## src/rtl/fetch_ctrl.sv

```systemverilog
// Fetch sequencing controller: owns the fetch PC, issues one aligned 8-byte request at a time,
// and buffers the returned word for the fetch result stage. Optional counters: FETCH_CTRL_PERF_EN.
`timescale 1ns/1ps
module fetch_ctrl #(
  parameter logic [63:0] RESET_PC = 64'h0000_0000_8000_0000
) (
  input  logic        clock,
  input  logic        reset,
  input  logic        io_i_redirect_valid,
  input  logic [63:0] io_i_redirect_target,
  input  logic        io_i_predict_taken,
  input  logic [63:0] io_i_predict_target,
  output logic        io_o_req_valid,
  output logic [63:0] io_o_req_addr,
  input  logic        io_i_req_ready,
  input  logic        io_i_resp_valid,
  input  logic [63:0] io_i_resp_data,
  output logic        io_o_fetch_valid,
  output logic [63:0] io_o_fetch_pc,
  output logic [63:0] io_o_fetch_data,
  input  logic        io_i_fetch_ready,
  output logic        io_o_busy
`ifdef FETCH_CTRL_PERF_EN
  ,
  output logic [31:0] io_o_perf_pkt_cnt,
  output logic [31:0] io_o_perf_kill_cnt
`endif
);

  typedef enum logic [1:0] {S_REQ, S_WAIT, S_HOLD, S_KILL} state_e;

  state_e      state_q, state_d;
  logic [63:0] pc_q, pc_d;
  logic [63:0] data_q, data_d;
  logic [63:0] seq_pc;
  logic        handoff;
  logic        drop;

  assign seq_pc = {pc_q[63:3] + 61'd1, 3'b000};

  // NOTE: every variable gets a default before the case so no path leaves it unassigned (no latches).
  always_comb begin
    state_d = state_q;
    pc_d    = pc_q;
    data_d  = data_q;
    handoff = 1'b0;
    drop    = 1'b0;
    case (state_q)
      S_REQ: begin
        if (io_i_redirect_valid)  pc_d = io_i_redirect_target;
        else if (io_i_req_ready)  state_d = S_WAIT;
      end
      S_WAIT: begin
        if (io_i_resp_valid && io_i_redirect_valid) begin
          drop    = 1'b1;
          pc_d    = io_i_redirect_target;
          state_d = S_REQ;
        end else if (io_i_resp_valid) begin
          data_d  = io_i_resp_data;
          state_d = S_HOLD;
        end else if (io_i_redirect_valid) begin
          pc_d    = io_i_redirect_target;
          state_d = S_KILL;
        end
      end
      S_KILL: begin
        // The stale response still has to drain before a new request may be issued.
        if (io_i_redirect_valid) pc_d = io_i_redirect_target;
        if (io_i_resp_valid) begin
          drop    = 1'b1;
          state_d = S_REQ;
        end
      end
      S_HOLD: begin
        if (io_i_redirect_valid) begin
          pc_d    = io_i_redirect_target;
          state_d = S_REQ;
        end else if (io_i_fetch_ready) begin
          handoff = 1'b1;
          pc_d    = io_i_predict_taken ? io_i_predict_target : seq_pc;
          state_d = S_REQ;
        end
      end
      default: state_d = S_REQ;
    endcase
  end

  // NOTE: sequential state uses non-blocking assignments so all flops update together at the edge.
  always_ff @(posedge clock or posedge reset) begin
    if (reset) begin
      state_q <= S_REQ;
      pc_q    <= RESET_PC;
      data_q  <= 64'd0;
    end else begin
      state_q <= state_d;
      pc_q    <= pc_d;
      data_q  <= data_d;
    end
  end

  // A redirect suppresses both the request and the packet in the cycle it arrives.
  assign io_o_req_valid   = (state_q == S_REQ) && !io_i_redirect_valid && !reset;
  assign io_o_req_addr    = {pc_q[63:3], 3'b000};
  assign io_o_fetch_valid = (state_q == S_HOLD) && !io_i_redirect_valid;
  assign io_o_fetch_pc    = pc_q;
  assign io_o_fetch_data  = data_q;
  assign io_o_busy        = (state_q == S_WAIT) || (state_q == S_KILL);

`ifdef FETCH_CTRL_PERF_EN
  logic [31:0] pkt_cnt_q, pkt_cnt_d;
  logic [31:0] kill_cnt_q, kill_cnt_d;

  always_comb begin
    pkt_cnt_d  = pkt_cnt_q + {31'd0, handoff};
    kill_cnt_d = kill_cnt_q + {31'd0, drop};
  end

  always_ff @(posedge clock or posedge reset) begin
    if (reset) begin
      pkt_cnt_q  <= 32'd0;
      kill_cnt_q <= 32'd0;
    end else begin
      pkt_cnt_q  <= pkt_cnt_d;
      kill_cnt_q <= kill_cnt_d;
    end
  end

  assign io_o_perf_pkt_cnt  = pkt_cnt_q;
  assign io_o_perf_kill_cnt = kill_cnt_q;
`endif

endmodule

```

## config.mk

```make
export PLATFORM = sky130hd
export DESIGN_NAME = fetch_ctrl
export DESIGN_NICKNAME = d
export VERILOG_FILES = /design/src/rtl/fetch_ctrl.sv
export SDC_FILE = /design/constraint.sdc
export NUM_CORES = 1
export LEC_CHECK = 0
export ABC_AREA = 1
export BUFFER_PORTS_ARGS = -buffer_cell sky130_fd_sc_hd__buf_2
export CAP_MARGIN = 20
export CELL_PAD_IN_SITES_DETAIL_PLACEMENT = 0
export CELL_PAD_IN_SITES_GLOBAL_PLACEMENT = 1
export CORE_AREA = 3 3 182 167
export DETAILED_ROUTE_END_ITERATION = 10
export DIE_AREA = 0 0 185 170
export GPL_TIMING_DRIVEN = 0
export PLACE_DENSITY = 0.93
export SLEW_MARGIN = 0
export SYNTH_ARGS = -nofsm -noshare
export SYNTH_HDL_FRONTEND = slang
export SYNTH_SLANG_ARGS = --single-unit
```

## constraint.sdc

```tcl
create_clock -name clock -period 5.6 [get_ports clock]
set_input_delay 1.12 -clock clock [delete_from_list [all_inputs] [get_ports clock]]
set_output_delay 1.12 -clock clock [all_outputs]
set_load 0.02 [all_outputs]
```

== Yosys cells after proc, flatten, opt, wreduce, memory -nomap -nowiden ==
Index checks and enable logic that the tools add are counted.

* Add/sub/neg operators: 1
* Multiply operators: 0
* Div/mod/pow operators: 0
* $lt $le $gt $ge: 0
* Equal/unequal tests: 9
* Shifts and indexed selects: 0
* Mux-type cells: 16
* Bitwise operators: 1
* Reduce and logical (&&, ||, !) cells: 12

{| class="wikitable"
|+ Operators with widths
! cell !! count
|-
| $mux W64 || 6
|-
| $pmux W64 S3 || 1
|-
| $add A61 B1 Y61 const B || 1
|-
| $mux W2 || 8
|-
| $pmux W2 S4 || 1
|-
| $ne A2 B2 Y1 const B || 3
|-
| $ne A3 B3 Y1 const B || 2
|-
| $reduce_and A5 Y1 || 1
|-
| $eq A2 B2 Y1 const B || 2
|-
| $logic_and A1 B1 Y1 || 4
|-
| $ne A4 B4 Y1 const B || 1
|-
| $reduce_and A3 Y1 || 1
|-
| $eq A2 B1 Y1 const B || 1
|-
| $logic_not A1 Y1 || 2
|-
| $logic_not A2 Y1 || 1
|-
| $reduce_and A2 Y1 || 1
|-
| $reduce_or A2 Y1 || 1
|-
| $logic_or A1 B1 Y1 || 1
|-
| $not A1 Y1 || 1
|}

* Bits in registers: 130
* Bits in latches: 0
* RAM bits: 0
* Bits in read-only memories: 0
* Input port bits: 199
* Output and inout bits: 195
* Logic and storage cells: 42
* Memories kept: 0

== Logic depth before layout (Yosys ltp) ==
* Depth after elaboration: 5
* Depth in mapped cells: 15
* Gate-level depth less buffers: 15

== Least setup slack after synthesis ==
OpenSTA, ideal clock, no wires.

* Path type: input to output
* Start: input io_i_redirect_valid
* End: output io_o_req_valid
* Arrival time: 2.216 ns
* Required time: 4.480 ns
* Setup slack: 2.264 ns
* Cell stages on the path: 6
* Path buffers: 3
* Cells stage by stage: buf_2 inv_1 clkbuf_1 clkbuf_1 nand2_1 nor2_1

* Cells in the longest elaborated chain, start to end: 3

{| class="wikitable"
|+ Ends and longest elaborated chain
! element !! line !! text
|-
| from (decl) || 9 || <nowiki>input logic io_i_redirect_valid,</nowiki>
|-
| $logic_not A1 Y1 || 102 || <nowiki>assign io_o_req_valid = (state_q == S_REQ) && !io_i_redirect_valid && !reset;</nowiki>
|-
| $logic_and A1 B1 Y1 (2 in a row) || 102 ||
|-
| to (decl) || 13 || <nowiki>output logic io_o_req_valid,</nowiki>
|}

No other way between the ends.

== Worst setup path after layout ==
Same ends and word-level chain as after synthesis.

==> parameters.txt <==
Parameter                              Value

Status
  Result of the run    completed

Drt
  Overall via count from detail_route    between 10,000 and 15,000
  Post-detailed-routing wire length    a little over 40,000 um
  Count of routing violations after the opening detailed-route iteration    ~640
  DRC viols    0
  Initial DRT Pass Iterations    5
  Final ANT Viol Nets    0
  Avg Vias per Cell    just under 5
  Routed wirelength normalized by instance count    18.7 um

STA
  Share of the cycle needed by the critical path after routing    0.744
  Normalized max-slew margin    0.223
  Shortest period the worst path allows    4.17 ns
  Number of max-slew violations in the final report    0
  Unrepaired setup endpoints after global routing    false
  Final critical-path setup slack    about 1.4 ns
  Maximum clock frequency    roughly 240 MHz
  Actual slew at the worst max-slew pin    1.16 ns
  Final number of setup-violating endpoints    0
  Setup Skew    approximately 0.018 ns
  Worst Hold Margin    between 0.5 and 0.6 ns
  Final hold violation count    0

Floorplanning
  Die H    170 um
  Horizontal extent of the die    roughly 190 um
  Area of the placeable core    28,600 um^2
  Initial core utilization    0.338
  I/O pin count    394
  Area of the die    around 31,000 um^2
  Std-Cell Rows    between 50 and 60

Pwr
  Internal power    between 3 and 4 mW
  Part of the total power dissipated in combinational logic    0.552
  Total chip power    between 7 and 8 mW
  Switching part of the total    0.504
  Power density normalized to cell area    around 570 nW/um^2
  Total leakage power    6.51 nW
  Switching component of the power    about 3.7 mW
  Worst VDD drop    about 0.35 mV
  Power share of the clock group    0.159
  Power share of the sequential group    0.289

Synth
  Xor-xnor portion of the synthesized cell area    0.0217
  Combinational family with the most area after synthesis    simple AND/OR/NAND/NOR gates
  Combined area of all synthesized cells    approximately 9700 um^2
  Average cell area after synthesis    slightly below 7 um^2
  Yosys warnings    0
  Simple logic cell fraction of the synthesized area    0.324
  Fraction of the yosys area taken by sequential cells    0.336
  Post-synthesis adder-cell area fraction    0.00647
  Cell count after synthesis    between 1,000 and 1,500
  Flops & latches, synth    130
  Netlist cell types    40
  Fraction of post-synthesis cell area in the top cell type by area    0.334
  Post-synthesis cell type with the largest combined area    sky130_fd_sc_hd__dfrtp_1
  Top area cells in the synthesized netlist    sky130_fd_sc_hd__dfrtp_1, sky130_fd_sc_hd__nand2_1, sky130_fd_sc_hd__nor2_1
  Synthesized-area fraction occupied by ao, oa, aoi and oai cells    0.129
  Proportion of register bits with asynchronous set or reset after synthesis    1.00
  Number of enable-type register cells in the synthesized netlist    0
  Fraction of synthesized area in multiplexers    0.0745
  Most used DFF post-synth    sky130_fd_sc_hd__dfrtp_1

Critical path
  Path type of the worst setup path    input pin to output port
  Worst reg-to-reg setup slack    2.93 ns
  Largest fanout on the critical path    10
  Critical path launch point type    input pin
  Required time at the worst-slack endpoint    between 4 and 5 ns
  Setup crit end kind    output port
  Data arrival time at the worst-slack endpoint    a little over 3 ns

Cells and area
  Layout cell share with drive strength beyond 1    0.323
  Fillcell total    between 3,000 and 4,000
  Final instance area    between 10,000 and 15,000 um^2
  Number of diodes    0
  P&R area growth vs syn    31.2%
  Most used cells in the layout excluding fill and tap cells    sky130_fd_sc_hd__nand2_1, sky130_fd_sc_hd__buf_2, sky130_fd_sc_hd__nor2_1
  Leading cell type in the layout, fill and taps excluded    sky130_fd_sc_hd__nand2_1
  Nets    approximately 2,000

GRT
  Largest net degree at the start of global routing    67
  Total routing usage reported by global routing    0.255
  Layer carrying the most global-route usage    met2
  Met1 track demand over resource in global routing    0.317
  Vias in the first global route    about 11,000
  Antenna violations before repair    4
  Met3 global-route usage    0.0536
  Overflow after GRT    0
  Met2 Use GR    0.461
  Wire length of the first global-routing pass    61,400 um

CTS
  Setup repair bufs after CTS    0
  CTS H-tree depth    4
  Number of clock sinks seen by CTS    between 100 and 150
  Total CTS buffers    17
  Resize count post-CTS    0
  Clock-pin slew on the worst setup and hold paths    around 0.060 ns
  Clock tree from TritonCTS    done
  Maximum count of clock buffers along a single path    2
  Clock latency of the later-clocked register in the worst-skew pair    ~0.44 ns
  Number of buffers inserted for hold repair after clock tree synthesis    0
  Clk Tree Root Cell    sky130_fd_sc_hd__clkbuf_16

Placed design
  IO Port Bufs    approximately 390
  Final GP Congestion    ~0.94
  Area after DPL    between 10,000 and 15,000 um^2
  Dpl ws    1.40 ns
  Half-perimeter wire length of the detailed placement result    about 34,000 um

Job
  Max cap viols    0

Hold path
  Tightest Hold Check Type    register to register
## state kept, by name, summed over array words and instances, names as in the netlist
signal and cells:
state_q 2, io_o_fetch_data 64, io_o_fetch_pc 64
## per-layer routing
metal,part of all wire,vias up
li1,-,5350
met1,0.41,5180
met2,0.50,441
met3,0.073,40
met4,0.012,8
met5,0.0013,-
## area by class of cell
type,count,area [um^2],share of cell area
well taps,366,458,0.0361
repair buffers,389,1970,0.155
multi-input cells,1091,5380,0.424
clock inverters,14,146,0.0115
plain buffers,130,752,0.0593
clock buffers,18,429,0.0338
inverters,78,298,0.0235
flip-flops and latches,130,3250,0.256
## worst max-delay path, stage by stage
cell,delay [ns]
sky130_fd_sc_hd__buf_2,0.21
sky130_fd_sc_hd__inv_1,0.13
sky130_fd_sc_hd__clkbuf_1,0.74
sky130_fd_sc_hd__clkbuf_1,0.45
sky130_fd_sc_hd__nand2_1,0.12
sky130_fd_sc_hd__nor2_1,0.10
sky130_fd_sc_hd__buf_2,0.16
## synthesized netlist by cell type, drive strengths merged (2+ instances only)
| cell type | count |
|---|---|
| nor2 | 223 |
| o21ai | 121 |
| ha | 5 |
| or2 | 2 |
| clkbuf | 42 |
| dfrtp | 129 |
| xor2 | 11 |
| mux2 | 64 |
| inv | 77 |
| o221ai | 2 |
| xnor2 | 13 |
| o211ai | 2 |
| o21bai | 11 |
| nand2 | 471 |
| nand4 | 15 |
| a211oi | 2 |
| nand3b | 2 |
| o22ai | 6 |
| nand3 | 52 |
| a21oi | 67 |
| a21boi | 12 |
| buf | 88 |
## through the flow
stage                     TNS, ns  instances  utilization
after floorplan                 0       1429            -
after global placement     -68.62       2183        0.422
after detailed placement        0       2184        0.423
after CTS                       0       2216        0.443
after global routing            0       2216        0.443
final                           0       2216        0.443
## logic make-up (layout without fill, tap and decap cells)
group	count (synthesis)	in the layout
adder cells (fa/ha/maj)	5	5
multiplexers	64	64
flip-flops	130	130
AO/OA/AOI/OAI	229	229
AND/OR/NAND/NOR	766	766
other	1	3
XOR/XNOR	24	24
buffers and inverters	208	629
## power groups by stage
stage | Sequential (mW) | Combinational, mW | Clock (mW)
2_1_floorplan | 2.44 | 2.19 | 0
3_3_place_gp | 2.07 | 3.95 | 0
3_5_place_dp | 2.10 | 4.02 | 0
4_1_cts | 2.09 | 4.03 | 1.17
5_1_grt | 2.16 | 4.40 | 1.21
6_report | 2.10 | 4.00 | 1.16
## path summary, 6_finish.rpt
path | end | start | cells past startpoint
setup / recovery | io_o_req_valid | io_i_redirect_valid | 7
hold / removal | io_o_fetch_data[52]$_DFFE_PP0P_ | io_o_fetch_data[52]$_DFFE_PP0P_ | 1
setup reg to reg | io_o_fetch_pc[7]$_DFFE_PP0P_ | state_q[0]$_DFFE_PP0P_ | 9
hold reg to reg | io_o_fetch_data[52]$_DFFE_PP0P_ | io_o_fetch_data[52]$_DFFE_PP0P_ | 1
max in group asynchronous | io_o_fetch_pc[31]$_DFFE_PP1P_ | reset | 3
min in group asynchronous | io_o_fetch_data[60]$_DFFE_PP0P_ | reset | 2
No activity file was read; power rests on OpenSTA's default activity.
